File: src/rtl/video_lb_pkg.sv
// Shared types and geometry helpers for the scaler line-buffer reader.
package video_lb_pkg;

   typedef enum logic [1:0] {
      StIdle,
      StWait,
      StStream
   } lb_state_e;

   function automatic int unsigned lb_slots(input int unsigned line_bits);
      return 32'd1 << line_bits;
   endfunction

   function automatic int unsigned lb_addr_width(input int unsigned pix_bits,
                                                 input int unsigned line_bits);
      return pix_bits + line_bits;
   endfunction

endpackage

File: src/rtl/line_buffer_reader_if.sv
// Pixel stream handshake bundle leaving the line-buffer reader.
interface line_buffer_reader_if #(
   parameter int unsigned DATA_WIDTH = 8
);
   logic                  valid;
   logic                  ready;
   logic                  last;
   logic [DATA_WIDTH-1:0] data;

   modport master (output valid, output data, output last, input ready);
   modport slave  (input valid, input data, input last, output ready);
endinterface

File: src/rtl/lb_skid_fifo.sv
// Two-entry registered FIFO of {last, data}; the head entry drives the stream outputs directly.
module lb_skid_fifo #(
   parameter int unsigned DATA_WIDTH = 8
) (
   input  logic                  clk_i,
   input  logic                  rst_i,
   input  logic                  push_i,
   input  logic                  push_last_i,
   input  logic [DATA_WIDTH-1:0] push_data_i,
   input  logic                  pop_i,
   output logic                  head_valid_o,
   output logic                  head_last_o,
   output logic [DATA_WIDTH-1:0] head_data_o,
   output logic [1:0]            count_o
);

   logic [DATA_WIDTH:0] head_q, head_d, tail_q, tail_d;
   logic [1:0]          count_q, count_d;
   logic                do_pop, push_ok;
   logic [DATA_WIDTH:0] push_entry;

   always_comb begin
      head_d     = head_q;
      tail_d     = tail_q;
      count_d    = count_q;
      push_entry = {push_last_i, push_data_i};
      do_pop     = pop_i && (count_q != 2'd0);
      push_ok    = push_i && ((count_q != 2'd2) || do_pop);
      unique case ({push_ok, do_pop})
         2'b10: begin
            if (count_q == 2'd0) head_d = push_entry;
            else                 tail_d = push_entry;
            count_d = count_q + 2'd1;
         end
         2'b01: begin
            head_d  = tail_q;
            count_d = count_q - 2'd1;
         end
         2'b11: begin
            if (count_q == 2'd1) begin
               head_d = push_entry;
            end else begin
               head_d = tail_q;
               tail_d = push_entry;
            end
         end
         default: ;
      endcase
   end

   always_ff @(posedge clk_i) begin
      if (rst_i) begin
         head_q  <= '0;
         tail_q  <= '0;
         count_q <= 2'd0;
      end else begin
         head_q  <= head_d;
         tail_q  <= tail_d;
         count_q <= count_d;
      end
   end

   assign head_valid_o = (count_q != 2'd0);
   assign head_last_o  = head_q[DATA_WIDTH];
   assign head_data_o  = head_q[DATA_WIDTH-1:0];
   assign count_o      = count_q;

endmodule

File: src/rtl/line_buffer_reader.sv
// Read-side controller for the scaler line buffer: tracks filled slots and streams one line
// per start command from RAM port B through a skid FIFO.
module line_buffer_reader
   import video_lb_pkg::*;
#(
   parameter int unsigned DATA_WIDTH = 8,
   parameter int unsigned PIX_BITS   = 9,
   parameter int unsigned LINE_BITS  = 2,
   localparam int unsigned AddrWidth = lb_addr_width(PIX_BITS, LINE_BITS)
) (
   input  logic                  clk_i,
   input  logic                  rst_i,
   input  logic                  flush_i,
   input  logic                  line_written_i,
   output logic                  lb_full_o,
   output logic                  overflow_o,
   input  logic                  start_i,
   input  logic [PIX_BITS-1:0]   line_width_i,
   output logic                  busy_o,
   output logic [AddrWidth-1:0]  ram_addr_o,
   output logic                  ram_we_o,
   input  logic [DATA_WIDTH-1:0] ram_q_i,
   line_buffer_reader_if.master  out_io
);

   localparam logic [LINE_BITS:0] FullCount = (LINE_BITS+1)'(lb_slots(LINE_BITS));
   localparam logic [PIX_BITS:0]  MaxWidth  = (PIX_BITS+1)'(lb_slots(PIX_BITS));
   localparam logic [PIX_BITS:0]  PixOne    = (PIX_BITS+1)'(1);

   lb_state_e              state_q, state_d;
   logic [LINE_BITS:0]     count_q, count_d;
   logic [LINE_BITS-1:0]   slot_q, slot_d;
   logic [PIX_BITS:0]      pix_q, pix_d, width_q, width_d;
   logic                   inflight_q, inflight_d, inflight_last_q, inflight_last_d;
   logic                   full_q, ovf_q, ovf_d;

   logic                   fifo_valid, fifo_last;
   logic [DATA_WIDTH-1:0]  fifo_data;
   logic [1:0]             fifo_count;
   logic                   pop, last_accept, issue;
   logic [2:0]             occ;

   assign pop         = fifo_valid && out_io.ready;
   assign last_accept = pop && fifo_last;

   // Keep at most two pixels buffered or in flight after this cycle's pop.
   assign occ   = {1'b0, fifo_count} + {2'b00, inflight_q};
   assign issue = (state_q == StStream) && (pix_q < width_q) && (occ <= 3'd1 + {2'b00, pop});

   always_comb begin
      count_d = count_q;
      ovf_d   = ovf_q;
      unique case ({line_written_i, last_accept})
         2'b10: begin
            if (count_q == FullCount) ovf_d = 1'b1;
            else                      count_d = count_q + (LINE_BITS+1)'(1);
         end
         2'b01:   count_d = count_q - (LINE_BITS+1)'(1);
         default: ;
      endcase
   end

   always_comb begin
      state_d         = state_q;
      slot_d          = slot_q;
      pix_d           = pix_q;
      width_d         = width_q;
      inflight_d      = issue;
      inflight_last_d = issue && (pix_q == width_q - PixOne);
      unique case (state_q)
         StIdle: begin
            if (start_i) begin
               width_d = (line_width_i == '0) ? MaxWidth : {1'b0, line_width_i};
               pix_d   = '0;
               state_d = (count_d != '0) ? StStream : StWait;
            end
         end
         StWait: begin
            if (count_d != '0) state_d = StStream;
         end
         StStream: begin
            if (issue) pix_d = pix_q + PixOne;
            if (last_accept) begin
               state_d = StIdle;
               slot_d  = slot_q + LINE_BITS'(1);
            end
         end
         default: state_d = StIdle;
      endcase
   end

   always_ff @(posedge clk_i) begin
      if (rst_i || flush_i) begin
         state_q         <= StIdle;
         count_q         <= '0;
         slot_q          <= '0;
         pix_q           <= '0;
         width_q         <= '0;
         inflight_q      <= 1'b0;
         inflight_last_q <= 1'b0;
         full_q          <= 1'b0;
         ovf_q           <= 1'b0;
      end else begin
         state_q         <= state_d;
         count_q         <= count_d;
         slot_q          <= slot_d;
         pix_q           <= pix_d;
         width_q         <= width_d;
         inflight_q      <= inflight_d;
         inflight_last_q <= inflight_last_d;
         full_q          <= (count_d == FullCount);
         ovf_q           <= ovf_d;
      end
   end

   // Flush also empties the FIFO so an abandoned line leaves nothing behind.
   lb_skid_fifo #(
      .DATA_WIDTH (DATA_WIDTH)
   ) u_fifo (
      .clk_i        (clk_i),
      .rst_i        (rst_i | flush_i),
      .push_i       (inflight_q),
      .push_last_i  (inflight_last_q),
      .push_data_i  (ram_q_i),
      .pop_i        (pop),
      .head_valid_o (fifo_valid),
      .head_last_o  (fifo_last),
      .head_data_o  (fifo_data),
      .count_o      (fifo_count)
   );

   assign ram_addr_o   = {slot_q, pix_q[PIX_BITS-1:0]};
   assign ram_we_o     = 1'b0;
   assign busy_o       = (state_q != StIdle);
   assign lb_full_o    = full_q;
   assign overflow_o   = ovf_q;
   assign out_io.valid = fifo_valid;
   assign out_io.data  = fifo_data;
   assign out_io.last  = fifo_last;

endmodule

File: src/flat_wrapper.sv
// flat-port wrapper written by rule: the top's interface ports become plain ports
module line_buffer_reader_flat import video_lb_pkg::*;
#(
   parameter int unsigned DATA_WIDTH = 8,
   parameter int unsigned PIX_BITS   = 9,
   parameter int unsigned LINE_BITS  = 2,
   localparam int unsigned AddrWidth = lb_addr_width(PIX_BITS, LINE_BITS)
)
  (clk_i, rst_i, flush_i, line_written_i, lb_full_o, overflow_o, start_i, line_width_i, busy_o, ram_addr_o, ram_we_o, ram_q_i, out_io_valid, out_io_data, out_io_last, out_io_ready);
  line_buffer_reader_if #(.DATA_WIDTH(DATA_WIDTH)) out_io_i ();
  input  logic clk_i;
  input  logic rst_i;
  input  logic flush_i;
  input  logic line_written_i;
  output logic lb_full_o;
  output logic overflow_o;
  input  logic start_i;
  input  logic [PIX_BITS-1:0] line_width_i;
  output logic busy_o;
  output logic [AddrWidth-1:0] ram_addr_o;
  output logic ram_we_o;
  input  logic [DATA_WIDTH-1:0] ram_q_i;
  output wire logic [$bits(out_io_i.valid)-1:0] out_io_valid;
  output wire logic [$bits(out_io_i.data)-1:0] out_io_data;
  output wire logic [$bits(out_io_i.last)-1:0] out_io_last;
  input wire logic [$bits(out_io_i.ready)-1:0] out_io_ready;
  assign out_io_valid = out_io_i.valid;
  assign out_io_data = out_io_i.data;
  assign out_io_last = out_io_i.last;
  assign out_io_i.ready = out_io_ready;
  line_buffer_reader #(.DATA_WIDTH(DATA_WIDTH), .PIX_BITS(PIX_BITS), .LINE_BITS(LINE_BITS)) u_core (.clk_i(clk_i), .rst_i(rst_i), .flush_i(flush_i), .line_written_i(line_written_i), .lb_full_o(lb_full_o), .overflow_o(overflow_o), .start_i(start_i), .line_width_i(line_width_i), .busy_o(busy_o), .ram_addr_o(ram_addr_o), .ram_we_o(ram_we_o), .ram_q_i(ram_q_i), .out_io(out_io_i));
endmodule
File: config.mk
export PLATFORM = sky130hd
export DESIGN_NAME = line_buffer_reader_flat
export DESIGN_NICKNAME = d
export VERILOG_FILES = /design/src/rtl/video_lb_pkg.sv /design/src/rtl/line_buffer_reader_if.sv /design/src/rtl/lb_skid_fifo.sv /design/src/rtl/line_buffer_reader.sv /design/src/flat_wrapper.sv
export SDC_FILE = /design/constraint.sdc
export NUM_CORES = 1
export LEC_CHECK = 0
export BUFFER_PORTS_ARGS = -buffer_cell sky130_fd_sc_hd__buf_2
export CAP_MARGIN = 0
export CELL_PAD_IN_SITES_DETAIL_PLACEMENT = 0
export CELL_PAD_IN_SITES_GLOBAL_PLACEMENT = 2
export CORE_UTILIZATION = 36
export DETAILED_ROUTE_END_ITERATION = 8
export PLACE_DENSITY_LB_ADDON = 0.1
export SETUP_SLACK_MARGIN = 0.4
export SYNTH_ARGS = -nofsm -noshare
export SYNTH_HDL_FRONTEND = slang
export SYNTH_SLANG_ARGS = --single-unit
File: constraint.sdc
create_clock -name clk_i -period 4.1 [get_ports clk_i]
set_input_delay 0.205 -clock clk_i [delete_from_list [all_inputs] [get_ports clk_i]]
set_output_delay 0.205 -clock clk_i [all_outputs]
set_load 0.02 [all_outputs]
==> results of run 1 <==
## cells by family after synthesis
family                   Yosys count  share of synthesized area (%)
buffers and inverters             47                           7.10
AO/OA/AOI/OAI                     77                           17.8
AND/OR/NAND/NOR                  123                           19.5
flip-flops                        51                           33.5
other                              1                          0.123
multiplexers                      23                           7.59
adder cells (fa/ha/maj)           24                           10.1
XOR/XNOR                          15                           4.31
## power groups by stage
stage,Sequential (mW),Clock (mW),Combinational (mW)
detailed placement,0.519,0,0.112
finish,0.507,0.310,0.111
CTS,0.507,0.325,0.113
floorplan,0.517,0,0.0790
global route,0.508,0.344,0.125
global placement,0.519,0,0.113
## registers in the layout, summed over array words and instances, names as in the netlist, 2 cells and up
signal                 flops
u_core.pix_q              10
u_core.width_q            10
u_core.u_fifo.tail_q       9
u_core.count_q             3
u_core.u_fifo.head_q       9
u_core.state_q             2
u_core.u_fifo.count_o      2
u_core.slot_q              2
## stage by stage
stage | utilization (%) | instances | power (mW) | hold WS (ns) | setup WS (ns)
6_report | 41.1 | 497 | 0.928 | 0.143 | 0.842
5_1_grt | 41.1 | 497 | 0.977 | 0.145 | 0.587
4_1_cts | 41.1 | 497 | 0.945 | 0.135 | 0.850
3_5_place_dp | 40.0 | 490 | 0.631 | 0.454 | 0.864
3_3_place_gp | 40.0 | 490 | 0.631 | 0.443 | 0.913
2_1_floorplan | - | 361 | 0.596 | 0.341 | 1.51
## worst max-delay path, cell delays in order, from the launching register on
cell      delay, ns
dfxtp_1        0.41
inv_1          0.12
ha_1           0.23
nor2b_1        0.41
fa_1           0.50
nor3b_1        0.22
o211ai_1       0.15
a31oi_1        0.49
a21oi_1        0.26
a311o_1        0.38
## metal layers
layer,GRT usage (%),vias to the layer above,share of wire [%]
met3,3.48,7,3.7
met2,31.0,38,49
li1,-,1324,-
met1,21.6,1228,46
met5,0,-,0
met4,4.10,0,0.88
## area by class of cell
class                      count  area, um2  share of cell area [%]
tap                          105        131                    3.89
clock buffer                   6       82.6                    2.44
timing repair buffer          46        230                    6.81
sequential                    51       1020                    30.2
inverter                      25       93.8                    2.78
clock inverter                 1       8.76                   0.259
multi-input combinational    263       1810                    53.6
## cells in the final DEF (no fill, tap or decap), types with 6 or more instances in the layout
cell type and count:
inv_1 25, nand2_1 38, nor2b_1 7, and3_1 7, nand3_1 7, dfxtp_1 51
o211ai_1 6, nor2_1 34, a211oi_1 10, xnor2_1 12, ha_1 23, mux2i_1 22
a21oi_1 20, clkbuf_8 6, o21ai_0 12, nor3_1 8, buf_2 46
## worst max path at each step
stage | to | cells after the start
2_1_floorplan | u_core.pix_q[9] | 10
3_3_place_gp | u_core.pix_q[9] | 9
3_5_place_dp | u_core.pix_q[9] | 9
4_1_cts | u_core.pix_q[9] | 9
5_1_grt | u_core.pix_q[9] | 10
6_report | u_core.pix_q[9] | 9
==> flow_summary.ini, run 1 <==
[worst_setup_path]
cp_max_fo = 7
cp.required_ns = 4.31
ff2ff_setup_slack_ns = 0.84
crit-reg2reg-launch = u_core.u_fifo.count_o[1]
crit_arrival_ns = 3.47
cp-start-kind = flip-flop
rr_worst_depth = 9
cp-end-kind = flip-flop
startpoint = u_core.u_fifo.count_o[1]
path_class = reg2reg
r2r_end = u_core.pix_q[9]

[drt]
drt_iter0_markers = 64
wl_per_cell_um = 14.6
wl_um = 7260
antenna_left = 0
num_vias = 2597
drtPass1Iterations = 4
vias_per_cell = 5.23
drc = 0

[sta]
min_period_ns = 3.26
hold_viol = 0
drv_slew = 0
finalSetupViolations = 0
fin_setup_tns_ns = 0
finalCritPeriodShare_pct = 79.5
max_freq_mhz = 307
finClkSkew_ns = 0.00888
relSlewSlack_pct = 43.3
rsz0062_at_grt = no
tightest_slew_ns = 0.850

[grt]
grt_pass1_wl_um = 12000
grt_usage_pct = 17.5
grt_max_degree = 42
grt.overflow.total = 0
antenna_found_initial = 0
grt_pass1_vias = 2496

[synthesis]
ys_dominant_reg_cell = dfxtp_1
ys_top_cells_by_count = dfxtp_1 (51), nand2_1 (38), nor2_1 (34)
netlist_top_cells_area = dfxtp_1 (33%), ha_1 (9.4%), mux2i_1 (7.2%), nand2_1 (4.7%), nor2_1 (4.2%)
synthesis.area_mm2 = 0.00305
ys_ff_latch = 51
yosys.area.top_type = dfxtp_1
synth_cells = 361
async_flop_share_pct = 0
netlist.area_leader.share_pct = 33.5
synth_seq_area_share_pct = 33.5
syn_area_per_cell_um2 = 8.45
synth_warnings = 0
synthDistinctLibCells = 55
yosysMostFrequentCell = dfxtp_1
syn_nets = 408
synth_edf_count = 0

[clock_network]
cts_buffers = 5
cts_sinks = 51
clockBufferDepth = 2
cts_tree = yes
cts_resized = 0
h-tree-depth = 2
root_buffer = clkbuf_8
post_cts_buffers = 0
path_clk_slew_ns = 0.10
cts-hold-fix-buffers = 0
clock_latency_ns = 0.31

[floorplan]
dieArea_mm2 = 0.00884
core_area_mm2 = 0.00822
ios = 48
fp-row-count = 33
die_w_um = 94.0
die_h_um = 94.0
initial_core_util_pct = 37.1

[pwr]
combPwrFrac_pct = 12.0
power_frac_clock_pct = 33.4
powerDensity_mw_per_mm2 = 275
switchingPower_uw = 249
swShare_pct = 26.8
internal-power_uw = 679
p_leak_nw = 1.51
seqPwrFrac_pct = 54.6
ir_drop_mv = 0.126

[placed_design]
hpwl_um = 5340
place_congestion = 0.735
placed_area_mm2 = 0.00329
io_buffers = 46

[worst_hold_path]
whs_path_depth = 3
hp-start = ram_q_i[3]
hp-class = in2reg
hold_end = u_core.u_fifo.tail_q[3]

[final_layout]
area_growth_pct = 10.8
fillers = 852
layout-drive-gt1-share_pct = 16.6
finalInstanceArea_mm2 = 0.00338
nets = 439
diodes = 0

[run]
cap_viol_max_count = 0

[outcome]
status = finished, final reports clean
Power figures use the tool's default switching activity.
==> inputs of run 2 (changes only) <==
--- a/config.mk
+++ b/config.mk
@@ -9,7 +9,7 @@
 export CAP_MARGIN = 0
 export CELL_PAD_IN_SITES_DETAIL_PLACEMENT = 0
 export CELL_PAD_IN_SITES_GLOBAL_PLACEMENT = 2
-export CORE_UTILIZATION = 36
+export CORE_UTILIZATION = 34
 export DETAILED_ROUTE_END_ITERATION = 8
 export PLACE_DENSITY_LB_ADDON = 0.1
 export SETUP_SLACK_MARGIN = 0.4
==> constraint.sdc (replaced) <==
create_clock -name clk_i -period 3.3 [get_ports clk_i]
set_input_delay 0.165 -clock clk_i [delete_from_list [all_inputs] [get_ports clk_i]]
set_output_delay 0.165 -clock clk_i [all_outputs]
set_load 0.02 [all_outputs]
==> flow_summary.ini, run 2 (same netlist as run 1, synthesis figures left out) <==
[outcome]
status = finished, final reports clean

[clock_network]
cts_tree = yes
path_clk_slew_ns = 0.10
cts_buffers = 5
clockBufferDepth = 2
h-tree-depth = 2
clock_latency_ns = 0.30
cts_sinks = 51
root_buffer = clkbuf_8

[worst_setup_path]
crit_arrival_ns = 2.88
slowest_delay_ns = 0.42
path_class = reg2reg
r2r_end = u_core.pix_q[2]
ff2ff_setup_slack_ns = 0.62
cp_num_buf_inv = 2
cp-start-kind = flip-flop
cp_cell_sequence = inv_1, ha_1, nor2b_2, fa_1, o31a_1, o211ai_1, a31oi_2, buf_4, and3_1, o221a_2
cp.required_ns = 3.50
rr_worst_depth = 10
crit-reg2reg-launch = u_core.u_fifo.count_o[0]
cp_slowest_cell = fa_1
cp_max_fo = 5
crit_family = compound AO/OA/AOI/OAI gates
cp-end-kind = flip-flop

[sta]
relSlewSlack_pct = 44.2
finalCritPeriodShare_pct = 81.1
drv_slew = 0
min_period_ns = 2.68
max_freq_mhz = 374
finClkSkew_ns = 0.0117
tightest_slew_ns = 0.837
worst_slack_ns = 0.623
fin_setup_tns_ns = 0
rsz0062_at_grt = no
finalSetupViolations = 0
hold_viol = 0

[placed_design]
io_buffers = 46
pre_cts_ws_ns = 0.536
hpwl_um = 5460
place_congestion = 0.792

[final_layout]
fillers = 897
area_growth_pct = 13.7
diodes = 0
layout-drive-gt1-share_pct = 18.4
multi_input_area_mm2 = 0.00182
layout_commonest_cell = dfxtp_1
final_cell_mix = dfxtp_1 (50), buf_2 (46), nand2_1 (38)
reg.largest.list = u_core.pix_q: 10 flops, u_core.width_q: 10 flops
regArea_mm2 = 0.00102
nets = 443

[drt]
wl_um = 7390
antenna_left = 0
drtPass1Iterations = 4
wl_per_cell_um = 14.6
vias_per_cell = 5.20
drt_iter0_markers = 75
num_vias = 2624
drc = 0

[floorplan]
die_h_um = 96.7
ios = 48
fp-row-count = 34
die_w_um = 96.7
core_area_mm2 = 0.00872
initial_core_util_pct = 35.0
dieArea_mm2 = 0.00935

[pwr]
ir_drop_mv = 0.242
powerDensity_mw_per_mm2 = 371
p_leak_nw = 1.55

[grt]
grt_pass1_vias = 2465
grt_usage_pct = 16.1
antenna_found_initial = 0
grt_pass1_wl_um = 12300
grt_max_degree = 42
grt.overflow.total = 0

[worst_hold_path]
hp-class = in2reg
whs_path_depth = 3
hold_end = u_core.u_fifo.tail_q[7]
hp-start = ram_q_i[7]

[run]
cap_viol_max_count = 0
[run 2: changes by cell type in the layout (fill, tap and decap cells not counted), sizes merged]
| cell | previous run | this run |
|---|---|---|
| buf | 46 | 50 |
| bufinv | 0 | 2 |
| inv | 26 | 25 |
[run 2: worst reg2reg max path, cell delays in order, from the launching register on]
cell      delay, ns
dfxtp_1        0.40
inv_1          0.08
ha_1           0.24
nor2b_2        0.17
fa_1           0.42
o31a_1         0.30
o211ai_1       0.26
a31oi_2        0.09
buf_4          0.18
and3_1         0.17
o221a_2        0.26
[run 2: stage by stage]
stage	power, mW	std cells	hold slack, ns	utilization [%]	area (um2)
detailed placement	0.785	496	0.418	38.0	3310
global placement	0.786	496	0.413	38.0	3310
CTS	1.30	504	0.0905	39.5	3450
floorplan	0.741	361	0.301	-	3050
finish	1.29	505	0.100	39.8	3470
global route	1.35	505	0.0987	39.8	3470
[run 2: worst max-delay path by stage]
stage                                  start               to  slack, ns  cells after the start
floorplan           u_core.u_fifo.count_o[1]  u_core.pix_q[9]       0.71                     10
global placement    u_core.u_fifo.count_o[1]  u_core.pix_q[6]       0.54                     10
detailed placement  u_core.u_fifo.count_o[1]  u_core.pix_q[6]       0.54                     10
CTS                 u_core.u_fifo.count_o[1]  u_core.pix_q[6]       0.49                     10
global route        u_core.u_fifo.count_o[0]  u_core.pix_q[4]       0.39                     13
finish              u_core.u_fifo.count_o[0]  u_core.pix_q[2]       0.62                     10
[run 2: timing repair]
| action | 4_1_cts | 5_1_grt |
|---|---|---|
| hold buffers | 0 | 0 |
| endpoints found under the hold margin | 0 | 0 |
| gates resized for setup | 0 | 4 |
| setup endpoints to repair | 0 | 11 |
| buffers inserted | 0 | 1 |
[run 2: final cells by class]
class                   instances  share of cell area (%)
multi-input cells             263                    52.6
repair buffers                 50                    7.50
well taps                     108                    3.90
inverters                      25                    2.71
flip-flops and latches         51                    29.5
clock inverters                 2                    1.73
clock buffers                   6                    2.09
[run 2: report_power, final]
part / internal [mW] / switching (mW) / total, mW / leakage, nW
combinational: 0.0545 / 0.0874 / 0.142 / 1.07
clock: 0.303 / 0.213 / 0.516 / 0.0654
sequential: 0.621 / 0.00810 / 0.630 / 0.412
[run 2: layer usage]
metal	wire (um)	vias up	global-route usage, %	part of all wire (%)
met5	0	-	0	0
met4	58	0	4.36	0.78
met3	290	4	3.11	3.9
met2	3660	52	28.0	49
met1	3380	1231	20.4	46
li1	-	1337	-	-
